File: src/rtl/sm_rom_loader_pkg.sv
// Shared types and defaults for the UART-to-instruction-memory loader.
package sm_loader_pkg;

  typedef enum logic [1:0] {
    IDLE  = 2'd0,
    CLEAR = 2'd1,
    LOAD  = 2'd2,
    FULL  = 2'd3
  } loaderState_t;

  localparam int ADDR_W_DEF         = 11;
  localparam int TIMEOUT_CYCLES_DEF = 500000;
  localparam int BYTES_PER_WORD     = 4;

endpackage

File: src/rtl/sm_rom_loader_if.sv
// UART byte stream in, instruction-memory write port out.
// rx_valid is a one-cycle strobe qualifying rx_byte with no backpressure; im_we
// qualifies im_wa/im_wd for exactly one cycle per word and the memory always accepts.
interface sm_rom_loader_if #(
  parameter int ADDR_W = 11
);
  logic              rx_valid;
  logic [7:0]        rx_byte;
  logic [ADDR_W-1:0] im_wa;
  logic [31:0]       im_wd;
  logic              im_we;

  modport master (
    input  rx_valid, rx_byte,
    output im_wa, im_wd, im_we
  );

  modport slave (
    output rx_valid, rx_byte,
    input  im_wa, im_wd, im_we
  );
endinterface

File: src/rtl/sm_rom_loader_byte_packer.sv
// Assembles little-endian 32-bit words from a byte strobe; a partial word is
// dropped after TIMEOUT_CYCLES idle cycles or when flush is raised.
module sm_byte_packer
  import sm_loader_pkg::*;
#(
  parameter int TIMEOUT_CYCLES = TIMEOUT_CYCLES_DEF
) (
  input  logic        clk,
  input  logic        rst,
  input  logic        flush,
  input  logic        rx_valid,
  input  logic [7:0]  rx_byte,
  output logic        word_valid,
  output logic [31:0] word
);
  localparam int CNT_W = $clog2(TIMEOUT_CYCLES + 1);

  logic [1:0]       byteIdx;
  logic [1:0]       effIdx;
  logic [23:0]      shiftReg;
  logic [CNT_W-1:0] idleCnt;
  logic             expired;

  // On the expiry cycle the index already reads as 0, so a byte arriving then starts a new word.
  assign expired    = (byteIdx != 2'd0) && (idleCnt == CNT_W'(TIMEOUT_CYCLES));
  assign effIdx     = expired ? 2'd0 : byteIdx;
  assign word_valid = rx_valid && (effIdx == 2'(BYTES_PER_WORD - 1));
  assign word       = {rx_byte, shiftReg};

  always_ff @(posedge clk) begin
    if (rst || flush) begin
      byteIdx  <= 2'd0;
      shiftReg <= '0;
      idleCnt  <= '0;
    end else if (rx_valid) begin
      case (effIdx)
        2'd0:    shiftReg[7:0]   <= rx_byte;
        2'd1:    shiftReg[15:8]  <= rx_byte;
        2'd2:    shiftReg[23:16] <= rx_byte;
        default: ;
      endcase
      byteIdx <= effIdx + 2'd1;
      idleCnt <= '0;
    end else if (expired) begin
      byteIdx <= 2'd0;
      idleCnt <= '0;
    end else if (byteIdx != 2'd0) begin
      idleCnt <= idleCnt + 1'b1;
    end
  end
endmodule

File: src/rtl/sm_rom_loader.sv
// Loader FSM: writes UART-assembled words into instruction memory or zeroes it.
// Optional running checksum of loaded words under ROM_LOADER_CHECKSUM_EN.
module sm_rom_loader
  import sm_loader_pkg::*;
#(
  parameter int ADDR_W         = ADDR_W_DEF,
  parameter int TIMEOUT_CYCLES = TIMEOUT_CYCLES_DEF
) (
  input  logic                 clk,
  input  logic                 rst,
  input  logic                 enable,
  input  logic                 clear_req,
  sm_rom_loader_if.master      bus,
  output logic                 busy,
  output logic                 full,
  output logic [ADDR_W:0]      words_loaded,
  output logic [31:0]          checksum,
  output loaderState_t         dbgState
);
  localparam logic [ADDR_W-1:0] LAST_ADDR = '1;
  localparam logic [ADDR_W:0]   WORDS_MAX = {1'b1, {ADDR_W{1'b0}}};

  loaderState_t      state;
  logic [ADDR_W-1:0] loadAddr;
  logic              accept, goClear, startLoad, doWrite, wordValid;
  logic [31:0]       word;

  // Bytes arriving together with enable falling or clear_req are dropped.
  assign accept    = (state == LOAD) && enable && !clear_req;
  assign goClear   = clear_req && (state != CLEAR);
  assign startLoad = (state == IDLE) && enable && !clear_req;
  assign doWrite   = accept && wordValid;
  assign dbgState  = state;

  sm_byte_packer #(
    .TIMEOUT_CYCLES(TIMEOUT_CYCLES)
  ) u_packer (
    .clk       (clk),
    .rst       (rst),
    .flush     (!accept),
    .rx_valid  (bus.rx_valid && accept),
    .rx_byte   (bus.rx_byte),
    .word_valid(wordValid),
    .word      (word)
  );

  always_ff @(posedge clk) begin
    if (rst) begin
      state        <= IDLE;
      bus.im_wa    <= '0;
      bus.im_wd    <= '0;
      bus.im_we    <= 1'b0;
      busy         <= 1'b0;
      full         <= 1'b0;
      words_loaded <= '0;
      loadAddr     <= '0;
    end else if (goClear) begin
      state     <= CLEAR;
      busy      <= 1'b1;
      bus.im_we <= 1'b1;
      bus.im_wa <= '0;
      bus.im_wd <= '0;
    end else begin
      case (state)
        IDLE: begin
          bus.im_we <= 1'b0;
          if (startLoad) begin
            state        <= LOAD;
            loadAddr     <= '0;
            words_loaded <= '0;
            full         <= 1'b0;
          end
        end
        LOAD: begin
          bus.im_we <= 1'b0;
          if (!enable) begin
            state <= IDLE;
          end else if (doWrite) begin
            bus.im_we <= 1'b1;
            bus.im_wa <= loadAddr;
            bus.im_wd <= word;
            if (words_loaded != WORDS_MAX) words_loaded <= words_loaded + 1'b1;
            if (loadAddr == LAST_ADDR) begin
              full  <= 1'b1;
              state <= FULL;
            end else begin
              loadAddr <= loadAddr + 1'b1;
            end
          end
        end
        FULL: begin
          bus.im_we <= 1'b0;
          if (!enable) state <= IDLE;
        end
        CLEAR: begin
          if (bus.im_wa == LAST_ADDR) begin
            state     <= IDLE;
            busy      <= 1'b0;
            bus.im_we <= 1'b0;
          end else begin
            bus.im_wa <= bus.im_wa + 1'b1;
          end
        end
        default: state <= IDLE;
      endcase
    end
  end

`ifdef ROM_LOADER_CHECKSUM_EN
  logic [31:0] sumReg;

  always_ff @(posedge clk) begin
    if (rst || startLoad) sumReg <= '0;
    else if (doWrite)     sumReg <= sumReg + word;
  end

  assign checksum = sumReg;
`else
  assign checksum = 32'd0;
`endif
endmodule

File: src/flat_wrapper.sv
// flat-port wrapper written by rule: the top's interface ports become plain ports
module sm_rom_loader_flat import sm_loader_pkg::*;
#(
  parameter int ADDR_W         = ADDR_W_DEF,
  parameter int TIMEOUT_CYCLES = TIMEOUT_CYCLES_DEF
)
  (clk, rst, enable, clear_req, busy, full, words_loaded, checksum, dbgState, bus_rx_valid, bus_rx_byte, bus_im_wa, bus_im_wd, bus_im_we);
  sm_rom_loader_if #(.ADDR_W(ADDR_W)) bus_i ();
  input  logic clk;
  input  logic rst;
  input  logic enable;
  input  logic clear_req;
  output logic busy;
  output logic full;
  output logic [ADDR_W:0] words_loaded;
  output logic [31:0] checksum;
  output loaderState_t dbgState;
  input wire logic [$bits(bus_i.rx_valid)-1:0] bus_rx_valid;
  input wire logic [$bits(bus_i.rx_byte)-1:0] bus_rx_byte;
  output wire logic [$bits(bus_i.im_wa)-1:0] bus_im_wa;
  output wire logic [$bits(bus_i.im_wd)-1:0] bus_im_wd;
  output wire logic [$bits(bus_i.im_we)-1:0] bus_im_we;
  assign bus_i.rx_valid = bus_rx_valid;
  assign bus_i.rx_byte = bus_rx_byte;
  assign bus_im_wa = bus_i.im_wa;
  assign bus_im_wd = bus_i.im_wd;
  assign bus_im_we = bus_i.im_we;
  sm_rom_loader #(.ADDR_W(ADDR_W), .TIMEOUT_CYCLES(TIMEOUT_CYCLES)) u_core (.clk(clk), .rst(rst), .enable(enable), .clear_req(clear_req), .bus(bus_i), .busy(busy), .full(full), .words_loaded(words_loaded), .checksum(checksum), .dbgState(dbgState));
endmodule
File: config.mk
export PLATFORM = sky130hd
export DESIGN_NAME = sm_rom_loader_flat
export DESIGN_NICKNAME = d
export VERILOG_FILES = /design/src/rtl/sm_rom_loader_pkg.sv /design/src/rtl/sm_rom_loader_if.sv /design/src/rtl/sm_rom_loader_byte_packer.sv /design/src/rtl/sm_rom_loader.sv /design/src/flat_wrapper.sv
export SDC_FILE = /design/constraint.sdc
export NUM_CORES = 1
export LEC_CHECK = 0
export CAP_MARGIN = 20
export CORE_MARGIN = 5
export CORE_UTILIZATION = 47
export DETAILED_ROUTE_END_ITERATION = 10
export PLACE_DENSITY_LB_ADDON = 0.3
export RECOVER_POWER = 25
export SYNTH_ARGS = -nofsm -noshare
export SYNTH_HDL_FRONTEND = slang
export SYNTH_SLANG_ARGS = --single-unit
File: constraint.sdc
create_clock -name clk -period 2.4 [get_ports clk]
set_input_delay 0.48 -clock clk [delete_from_list [all_inputs] [get_ports clk]]
set_output_delay 0.48 -clock clk [all_outputs]
set_load 0.02 [all_outputs]
==> results of run 1 <==
-- sequential cells by signal, summed over array words and instances, names as in the netlist --
| name | flops |
|---|---|
| u_core.u_packer.idleCnt | 19 |
| u_core.words_loaded | 12 |
| u_core.u_packer.shiftReg | 24 |
| u_core.loadAddr | 11 |
| u_core.bus.im_wd | 32 |
| u_core.busy | 1 |
| u_core.bus.im_wa | 11 |
| u_core.full | 1 |
| u_core.bus.im_we | 1 |
| u_core.u_packer.byteIdx | 2 |
| u_core.dbgState | 2 |
-- critical path, delay by kind of cell, from the launching register on --
family,cells,cell delay (ns)
buffers and inverters,1,0.07
adder cells (fa/ha/maj),1,0.18
flip-flops,1,0.35
AO/OA/AOI/OAI,4,0.89
AND/OR/NAND/NOR,3,0.72
-- metal layers --
layer	track usage, %	up-vias	part of all wire, %
met3	5.046	23	6.3
met5	0	-	0
li1	-	2481	-
met2	34.23	225	50
met4	7.670	0	1.6
met1	25.11	2437	42
-- final cells by class --
cell class	instances	area, um2	share of cell area (%)
multi-input cells	485	2949	39.77
flip-flops and latches	116	2326	31.36
repair buffers	130	1272	17.16
clock buffers	20	456.7	6.158
well taps	143	178.9	2.413
clock inverters	11	176.4	2.379
inverters	15	56.30	0.7592
-- how the worst min path moves through the flow --
stage                                                         start                                end  slack, ns  cells after the start
after floorplan            u_core.u_packer.shiftReg[0]$_SDFFE_PP0P_   u_core.bus.im_wd[0]$_SDFFE_PP0P_       0.43                      2
after global placement    u_core.u_packer.shiftReg[14]$_SDFFE_PP0P_  u_core.bus.im_wd[14]$_SDFFE_PP0P_       0.44                      2
after detailed placement          u_core.bus.im_wd[10]$_SDFFE_PP0P_  u_core.bus.im_wd[10]$_SDFFE_PP0P_       0.45                      2
after CTS                         u_core.bus.im_wd[21]$_SDFFE_PP0P_  u_core.bus.im_wd[21]$_SDFFE_PP0P_       0.46                      2
after global routing       u_core.u_packer.shiftReg[8]$_SDFFE_PP0P_   u_core.bus.im_wd[8]$_SDFFE_PP0P_       0.48                      2
final                     u_core.u_packer.shiftReg[17]$_SDFFE_PP0P_  u_core.bus.im_wd[17]$_SDFFE_PP0P_       0.45                      2
-- synth_stat cells (2+ instances only) --
cell type,number
nand4_1,18
buf_1,4
nor3_1,11
nor4b_1,3
nor2_1,52
and4_1,6
nor4_1,6
nand3_1,15
nor3b_1,4
a21o_1,3
nand4b_1,2
o21ai_1,2
xnor2_1,9
a21oi_1,70
mux2i_1,29
or3_1,17
o21ai_0,20
dfxtp_1,116
a31oi_1,3
buf_4,32
clkbuf_1,26
and2_1,3
nand2b_1,2
o31ai_1,9
o32ai_1,3
or2_2,3
or3b_2,2
a32oi_1,3
and3_1,3
inv_1,15
a211oi_1,3
ha_1,10
xor2_1,5
or4_1,10
nand3b_1,3
nand2_1,98
a22oi_1,2
nor2b_1,3
o211ai_1,2
a221oi_1,2
-- power groups by stage --
stage                     clock [uW]  sequential, uW  combinational (uW)
after floorplan                    0            2010                 217
after global placement             0            2000                 301
after detailed placement           0            2000                 304
after CTS                       2710            1960                 309
after global routing            2830            1970                 348
final                           2680            1960                 325
-- metrics by stage --
step           util [%]  std cells  hold slack (ns)
4_1_cts           63.62        916           0.4581
2_1_floorplan         -        679           0.4316
6_report          65.23        920           0.4497
3_3_place_gp      57.63        883           0.4405
3_5_place_dp      57.63        883           0.4485
5_1_grt           65.23        920           0.4762
-- what timing repair did --
action	CTS	global route
gates cloned	0	1
gates resized for setup	10	37
pin swaps	3	13
setup buffers	2	3
endpoints found under the setup margin	43	83
-- logic make-up (layout without fill, tap and decap cells) --
logic type | count (synthesis) | in the layout
other | 1 | 32
adder cells (fa/ha/maj) | 10 | 10
multiplexers | 30 | 30
XOR/XNOR | 14 | 14
flip-flops | 116 | 116
AO/OA/AOI/OAI | 133 | 133
buffers and inverters | 78 | 176
AND/OR/NAND/NOR | 266 | 266
==> flow_summary_export.csv, run 1 <==
group,metric,value,unit
cts,cts_buffers,17,
pwr,internal-power,3848,uW
logic_synthesis,ys_ff_latch,116,
worst_setup_path,critPathArrivalTime,2.61,ns
floorplan,fp.dieW,117.5,um
pwr,power,4975,uW
worst_setup_path,startpoint,"u_core.u_packer.idleCnt[14]$_SDFFE_PP0P_",
timing,max_freq,0.4395,GHz
worst_setup_path,worstReg2RegStart,"u_core.u_packer.idleCnt[14]$_SDFFE_PP0P_",
placed_design,place_ws,-0.1050,ns
global_routing,grt_pass1_vias,5099,
routing,vias,5166,
layout,area_delta_synth_final,36.50,%
timing,drv_slew,0,
timing,rsz0062_at_grt,"yes",
timing,fin_worst_skew,0.01665,ns
cts,clock_path_buffers,2,
layout,finalNetCount,788,
outcome,status,"finished, final reports clean",
logic_synthesis,syn_inst,648,
cts,hold_buffers,0,
pwr,seqPwrFrac,39.5,%
logic_synthesis,async_reset_ff_share,0,%
layout,fin_area,0.007416,mm2
floorplan,start_util,47.78,%
placed_design,place_area,0.006553,mm2
pwr,clockPowerShare,54.0,%
routing,drt_first_pass_iters,5,
global_routing,grt_pass1_wl,23870,um
logic_synthesis,yosys_warnings,0,
worst_setup_path,cp_slowest_cell,"dfxtp_1",
timing,final-hold-violation-count,0,
timing,period_minus_slack,2.276,ns
logic_synthesis,yosys.area_share.simple,24.85,%
worst_setup_path,rrSetupSlack,0.12,ns
logic_synthesis,synth_edf_count,0,
global_routing,grt_max_degree,25,
logic_synthesis,synth.cell_area,0.005433,mm2
routing,wirelength,14570,um
cts,h-tree-depth,4,
placed_design,port_buffers,72,
floorplan,ios,105,
worst_setup_path,worstSetupStartpointType,"register",
timing,fin_tns_setup,0,ns
cts,clock-root-buffer,"clkbuf_16",
logic_synthesis,synth_top_cell_area_share,42.75,%
timing,setup_viol,0,
logic_synthesis,muxShareOfSynthArea,5.550,%
cts,cts_tree,"built",
job,cap_violations,0,
logic_synthesis,yosys.area.top_type,"dfxtp_1",
worst_setup_path,critPathMaxFanout,7,
routing,ant_nets,0,
floorplan,dieArea,0.01381,mm2
placed_design,place_congestion,0.8878,
cts,clock-sinks,116,
timing,tightest_slew,0.5304,ns
routing,drc,0,
worst_setup_path,path_cells,"nor4b_2, nand4_1, o21ai_2, inv_2, ha_4, a21boi_1, nor2_2, a21o_1, a21oi_1",
global_routing,grt_overflow,0,
pwr,switching_share,22.65,%
pwr,leakage,0.002865,uW
global_routing,track_usage,20.35,%
worst_setup_path,critical_path_required,2.74,ns
pwr,p_switching,1127,uW
logic_synthesis,synthFlopType,"dfxtp_1",
cts,clkLatencyLatePin,0.41,ns
layout,drive_gt1_share,16.60,%
timing,post-route-period-util,94.81,%
worst_setup_path,max_stage_delay,0.35,ns
worst_setup_path,r2r_cells,9,
floorplan,die_y,117.5,um
floorplan,rows,39,
hold_path,worstHoldPathType,"register to register",
pwr,p_comb_share,6.5,%
timing,worst_slack,0.1245,ns
pwr,power.density,670.8,mW/mm2
logic_synthesis,synth-compound-area-share,14.60,%
logic_synthesis,synth_fa_ha_area_share,2.303,%
floorplan,core,0.01137,mm2
timing,slew_headroom,64.32,%
worst_setup_path,worstSetupEndpoint,"u_core.words_loaded[2]$_SDFFE_PP0P_",
layout,final_cell_mix,"113 x dfxtp_1, 96 x nand2_1, 68 x a21oi_1, 50 x nor2_1, 44 x buf_4",
pwr,vdd_drop_max,0.0006098,V
placed_design,dp_hpwl,9934,um
routing,drtIter0Drc,413,
cts,clk_pin_slew,0.05,ns
logic_synthesis,syn_avg_cell_area,8.384,um2
logic_synthesis,synth_top_family_by_area,"simple AND/OR/NAND/NOR gates",
routing,viasPerCell,5.615,
logic_synthesis,synth-xor-area-share,2.257,%
logic_synthesis,ys_seq_area_share,42.75,%
layout,n_fill_cell,896,
logic_synthesis,ys_types,59,
logic_synthesis,synth.area.top_cells,"dfxtp_1 43%, nand2_1 6.8%, a21oi_1 6.4%, mux2i_1 5.3%, buf_4 4.4%",
layout,antenna_cells,0,
worst_setup_path,path_class,"register to register",
routing,wire_per_inst,15.84,um
global_routing,antenna_found_initial,0,
worst_setup_path,r2r_end,"u_core.words_loaded[2]$_SDFFE_PP0P_",
worst_setup_path,endpoint_kind,"register",
layout,final_common_cell,"dfxtp_1",
No activity file was read; power rests on OpenSTA's default activity.
==> run 2, diff against run 1 <==
CORE_MARGIN = 2   (was 5)
CORE_UTILIZATION = 53   (was 47)
SYNTH_HIERARCHICAL = 1   (was unset)
clock period = 2.5 ns   (was 2.4 ns; I/O delays follow)
==> flow_summary_export.csv, run 2 <==
group,metric,value,unit
logic_synthesis,ys_seq_area_share,40.37,%
placed_design,place_congestion,0.9080,
cts,clk_pin_slew,0.06,ns
global_routing,antenna_found_initial,0,
layout,multi_input_comb_area,0.003516,mm2
cts,clkLatencyLatePin,0.53,ns
worst_setup_path,critPathArrivalTime,3.15,ns
layout,final_cell_mix,"122 x nand2_1, 112 x dfxtp_1, 67 x a21oi_1, 49 x clkdlybuf4s50_1, 40 x buf_4",
floorplan,ios,105,
placed_design,place_area,0.006683,mm2
hold_path,worstHoldPathType,"register to register",
placed_design,dp_hpwl,9890,um
global_routing,grt_pass1_wl,25140,um
global_routing,grt_pass1_vias,5244,
outcome,status,"complete, but fails checks",
layout,finalNetCount,822,
layout,fin_area,0.007951,mm2
timing,period_minus_slack,2.676,ns
routing,drtIter0Drc,496,
layout,top_regs,"u_core/bus.im_wd: 32 flops, u_core/u_packer/shiftReg: 24 flops, u_core/u_packer/idleCnt: 19 flops",
timing,drv_slew,0,
worst_setup_path,path_class,"register to register",
routing,wirelength,16240,um
cts,h-tree-depth,4,
logic_synthesis,yosys_warnings,6,
worst_setup_path,r2r_cells,10,
global_routing,grt_max_degree,33,
worst_setup_path,worstReg2RegStart,"u_core/u_packer/idleCnt[3]$_SDFFE_PP0P_",
timing,tightest_slew,0.9846,ns
logic_synthesis,synth.cell_area,0.005753,mm2
timing,max_freq,0.3737,GHz
worst_setup_path,critical_path_required,2.97,ns
logic_synthesis,synth.most_common_cell,"nand2_1",
cts,hold_buffers,0,
worst_setup_path,rrSetupSlack,-0.18,ns
worst_setup_path,critPathMaxFanout,6,
logic_synthesis,synthFlopType,"dfxtp_1",
logic_synthesis,synth_edf_count,0,
worst_setup_path,worstSetupStartpointType,"register",
layout,top_register,"u_core/bus.im_wd",
cts,clock_path_buffers,2,
cts,clock-root-buffer,"clkbuf_8",
routing,drt_first_pass_iters,6,
routing,vias,5578,
timing,rsz0062_at_grt,"yes",
logic_synthesis,netlist_top_cells_count,"126 x nand2_1, 116 x dfxtp_1, 85 x a21oi_1",
floorplan,fp.dieW,108.2,um
floorplan,rows,38,
routing,wire_per_inst,17.06,um
logic_synthesis,yosys.area.top_type,"dfxtp_1",
layout,layoutNonFillerInstCount,952,
placed_design,port_buffers,72,
cts,cts_buffers,17,
outcome,failed_checks,"negative setup slack",
layout,fin_util,74.33,%
routing,viasPerCell,5.859,
pwr,power.density,592.1,mW/mm2
timing,setup_viol,68,
worst_setup_path,startpoint,"u_core/u_packer/idleCnt[3]$_SDFFE_PP0P_",
logic_synthesis,syn_avg_cell_area,8.326,um2
layout,n_fill_cell,749,
cts,clock-sinks,116,
global_routing,grt_overflow,0,
timing,fin_worst_skew,0.007769,ns
logic_synthesis,ys_ff_latch,116,
timing,post-route-period-util,107.0,%
worst_setup_path,endpoint_kind,"register",
timing,final-hold-violation-count,0,
routing,ant_nets,0,
logic_synthesis,synth.area.top_cells,"dfxtp_1 40%, nand2_1 8.2%, a21oi_1 7.4%, buf_4 5.4%, nand3_1 3.8%",
layout,area_delta_synth_final,38.21,%
logic_synthesis,synth_top_cell_area_share,40.37,%
cts,cts_tree,"built",
floorplan,core,0.01070,mm2
worst_setup_path,r2r_end,"u_core/bus.im_wa[8]$_SDFFE_PP0P_",
layout,seq_area,0.002327,mm2
routing,drc,0,
logic_synthesis,ys_types,73,
global_routing,track_usage,27.28,%
layout,antenna_cells,0,
placed_design,place_ws,-0.2451,ns
job,cap_violations,0,
logic_synthesis,async_reset_ff_share,0,%
layout,drive_gt1_share,24.63,%
floorplan,die_y,108.2,um
layout,largest_reg_flops,32,
layout,final_common_cell,"nand2_1",
worst_setup_path,worstSetupEndpoint,"u_core/bus.im_wa[8]$_SDFFE_PP0P_",
logic_synthesis,syn_inst,691,
placed_design,dp.cells,907,
floorplan,start_util,53.78,%
floorplan,dieArea,0.01170,mm2
pwr,vdd_drop_max,0.0006285,V
timing,fin_tns_setup,-5.694,ns
timing,worst_slack,-0.1761,ns
timing,slew_headroom,34.29,%
pwr,leakage,0.002765,uW
-- run 2: cells by family (layout without fill, tap and decap cells) --
| kind of cell | count (synthesis) | in the layout | synth area share, % |
|---|---|---|---|
| and+or+nand+nor | 302 | 305 | 27.40 |
| AOI/OAI and AO/OA | 153 | 153 | 16.92 |
| DFF | 116 | 116 | 40.37 |
| buffers and inverters | 89 | 176 | 9.874 |
| xor gates and xnor gates | 13 | 13 | 1.979 |
| adders and majority gates | 10 | 10 | 2.175 |
| muxes | 7 | 7 | 1.218 |
| other | 1 | 32 | 0.06518 |
-- run 2: per-layer routing --
metal  vias to the layer above  wire (um)  track usage [%]
met4                         0        340            11.81
met3                        43        985            5.967
li1                       2612          -                -
met1                      2698       6609            33.61
met5                         -          0                0
met2                       225       8303            45.91
-- run 2: where the power goes --
part | switching [uW] | internal [uW] | leakage (uW)
registers | 15.7 | 1860 | 0.000937
clock network | 865 | 1650 | 0.000291
logic | 213 | 109 | 0.00154
-- run 2: final cells by class --
| class | count | share of cell area [%] |
|---|---|---|
| Clock buffer | 20 | 5.476 |
| Clock inverter | 12 | 2.250 |
| Inverter | 15 | 0.7081 |
| Multi-Input combinational cell | 520 | 44.22 |
| Sequential cell | 116 | 29.27 |
| Tap cell | 140 | 2.203 |
| Timing Repair Buffer | 129 | 15.88 |
-- run 2: worst min-delay path by stage --
stage	from	endpoint	slack, ns	cells after the start
2_1_floorplan	u_core/u_packer/shiftReg[0]$_SDFFE_PP0P_	u_core/bus.im_wd[0]$_SDFFE_PP0P_	0.43	2
3_3_place_gp	u_core/u_packer/shiftReg[22]$_SDFFE_PP0P_	u_core/bus.im_wd[22]$_SDFFE_PP0P_	0.44	2
3_5_place_dp	u_core/bus.im_wd[3]$_SDFFE_PP0P_	u_core/bus.im_wd[3]$_SDFFE_PP0P_	0.45	2
4_1_cts	u_core/bus.im_wd[30]$_SDFFE_PP0P_	u_core/bus.im_wd[30]$_SDFFE_PP0P_	0.46	2
5_1_grt	u_core/bus.im_wd[24]$_SDFFE_PP0P_	u_core/bus.im_wd[24]$_SDFFE_PP0P_	0.47	2
6_report	u_core/bus.im_wd[30]$_SDFFE_PP0P_	u_core/bus.im_wd[30]$_SDFFE_PP0P_	0.45	2
-- run 2: critical path, stage by stage (launching register included) --
cell and delay (ns):
dfxtp_2 0.31, or4b_1 0.51, or4_4 0.54, o21ai_4 0.16
inv_2 0.07, ha_4 0.15, and2_4 0.15, and3_4 0.18
buf_12 0.14, nor2_4 0.19, o221a_2 0.22
-- run 2: timing repair --
| item | 4_1_cts | 5_1_grt |
|---|---|---|
| buffers inserted | 5 | 5 |
| cloned | 4 | 1 |
| hold endpoints to repair | 0 | 0 |
| gates resized for setup | 47 | 66 |
| pin swaps | 36 | 34 |
| endpoints found under the setup margin | 66 | 92 |
-- run 2: stage by stage --
stage / hold WS (ns) / power (uW)
after global routing: 0.4729 / 4835
after floorplan: 0.4321 / 2147
final: 0.4514 / 4708
after global placement: 0.4438 / 2180
after detailed placement: 0.4484 / 2185
after CTS: 0.4571 / 4715
==> run 3, diff against run 2 <==
CORE_ASPECT_RATIO = 1.2   (was unset)
CORE_UTILIZATION = 54   (was 53)
CTS_BUF_LIST = sky130_fd_sc_hd__clkbuf_2 sky130_fd_sc_hd__clkbuf_4 sky130_fd_sc_hd__clkbuf_8   (was unset)
==> flow_summary_export.csv, run 3 (synthesis results as in run 2) <==
group,metric,value,unit
outcome,status,"complete, but fails checks",
outcome,failed_checks,"negative setup slack",
cts,h-tree-depth,4,
timing,final-hold-violation-count,0,
layout,final_cell_mix,"112 x dfxtp_1, 106 x nand2_1, 71 x a21oi_1, 49 x clkdlybuf4s50_1, 40 x buf_4",
placed_design,place_congestion,0.8804,
worst_setup_path,critical_path_required,2.88,ns
timing,slew_headroom,38.86,%
worst_setup_path,critPathArrivalTime,3.08,ns
layout,top_regs,"u_core/bus.im_wd: 32 flops, u_core/u_packer/shiftReg: 24 flops, u_core/u_packer/idleCnt: 19 flops",
global_routing,grt_overflow,0,
routing,wire_per_inst,16.13,um
worst_setup_path,worstSetupStartpointType,"register",
worst_setup_path,r2r_end,"u_core/words_loaded[4]$_SDFFE_PP0P_",
layout,fin_util,71.70,%
timing,period_minus_slack,2.703,ns
cts,clock_path_buffers,2,
pwr,power.density,508.5,mW/mm2
cts,cts_tree,"built",
routing,viasPerCell,5.829,
global_routing,grt_max_degree,30,
cts,clock-sinks,116,
cts,clock-root-buffer,"clkbuf_8",
worst_setup_path,path_class,"register to register",
job,cap_violations,0,
hold_path,min_path_cells,2,
timing,tightest_slew,0.9162,ns
cts,clk_pin_slew,0.08,ns
worst_setup_path,r2r_cells,10,
worst_setup_path,critPathMaxFanout,5,
global_routing,antenna_found_initial,0,
placed_design,place_ws,-0.2113,ns
hold_path,worstHoldPathType,"register to register",
placed_design,dp_hpwl,9850,um
cts,clkLatencyLatePin,0.45,ns
routing,drt_first_pass_iters,6,
cts,hold_buffers,0,
hold_path,hold_path_end,"u_core/bus.im_wd[21]$_SDFFE_PP0P_",
timing,worst_slack,-0.2034,ns
hold_path,min_from,"u_core/bus.im_wd[21]$_SDFFE_PP0P_",
floorplan,core,0.01047,mm2
timing,fin_tns_setup,-9.413,ns
pwr,vdd_drop_max,0.0003688,V
placed_design,port_buffers,72,
timing,fin_worst_skew,0.01126,ns
worst_setup_path,endpoint_kind,"register",
floorplan,start_util,54.97,%
global_routing,grt_pass1_wl,23630,um
layout,largest_reg_flops,32,
floorplan,dieArea,0.01150,mm2
cts,cts_buffers,17,
worst_setup_path,rrSetupSlack,-0.20,ns
global_routing,track_usage,25.44,%
timing,rsz0062_at_grt,"yes",
timing,max_freq,0.3699,GHz
routing,drc,0,
floorplan,ios,105,
layout,antenna_cells,0,
routing,drtIter0Drc,291,
layout,area_delta_synth_final,30.43,%
timing,post-route-period-util,108.1,%
routing,wirelength,15080,um
layout,final_common_cell,"dfxtp_1",
worst_setup_path,worstReg2RegStart,"u_core/u_packer/idleCnt[3]$_SDFFE_PP0P_",
global_routing,grt_pass1_vias,4978,
worst_setup_path,startpoint,"u_core/u_packer/idleCnt[3]$_SDFFE_PP0P_",
layout,drive_gt1_share,23.45,%
layout,top_register,"u_core/bus.im_wd",
routing,vias,5450,
floorplan,fp.dieW,98.23,um
floorplan,rows,41,
routing,ant_nets,0,
timing,setup_viol,70,
pwr,leakage,0.002641,uW
layout,finalNetCount,817,
timing,drv_slew,0,
floorplan,die_y,117.1,um
run 3: what timing repair did:
action | in CTS | in global routing
resized for setup | 48 | 48
endpoints found under the setup margin | 67 | 85
pin swaps | 21 | 19
cloned | 3 | 0
buffers inserted | 4 | 1
run 3: metal layers:
metal	track usage, %	vias up	share of wire (%)
met5	0	-	0
met4	10.05	0	2.6
met3	5.938	43	6.2
met2	44.84	236	51
met1	30.34	2571	40
li1	-	2600	-
run 3: layout make-up:
cell class / count / area (um2)
flip-flops and latches: 116 / 2327
inverters: 15 / 56.30
multi-input cells: 520 / 3382
clock buffers: 18 / 247.7
repair buffers: 124 / 1201
well taps: 129 / 161.4
fillers: 778 / 2962
clock inverters: 13 / 127.6
run 3: worst max path at each step:
stage / slack, ns / depth (start not counted) / to
after detailed placement: -0.21 / 8 / u_core/loadAddr[3]$_SDFFE_PP0P_
final: -0.20 / 10 / u_core/words_loaded[4]$_SDFFE_PP0P_
after global placement: -0.13 / 10 / u_core/bus.im_wa[7]$_SDFFE_PP0P_
after floorplan: -0.22 / 12 / u_core/full$_SDFFE_PP0P_
after CTS: -0.15 / 10 / u_core/bus.im_wa[7]$_SDFFE_PP0P_
after global routing: -0.29 / 10 / u_core/words_loaded[4]$_SDFFE_PP0P_
run 3: metrics by stage:
stage	cells	hold slack [ns]	area [um2]	power, uW
floorplan	722	0.4321	5927	2147
global placement	896	0.4400	6681	2176
detailed placement	896	0.4466	6681	2182
CTS	934	0.4580	7316	3841
global route	935	0.4750	7503	3955
finish	935	0.4560	7503	3816
run 3: power by group:
| group | internal, uW | total [uW] | switching (uW) |
|---|---|---|---|
| Combinational | 101 | 300 | 199 |
| Clock | 819 | 1640 | 824 |
| Sequential | 1860 | 1870 | 15.8 |
| Total | 2780 | 3820 | 1040 |
run 3: worst max-delay path, cell delays in order (launching register included):
cell and delay (ns):
dfxtp_2 0.32, or4b_4 0.51, or4_4 0.54, o21ai_4 0.18
inv_2 0.06, ha_2 0.17, and2_4 0.16, nand2b_4 0.15
and2_4 0.19, nand4_1 0.15, mux2i_1 0.19
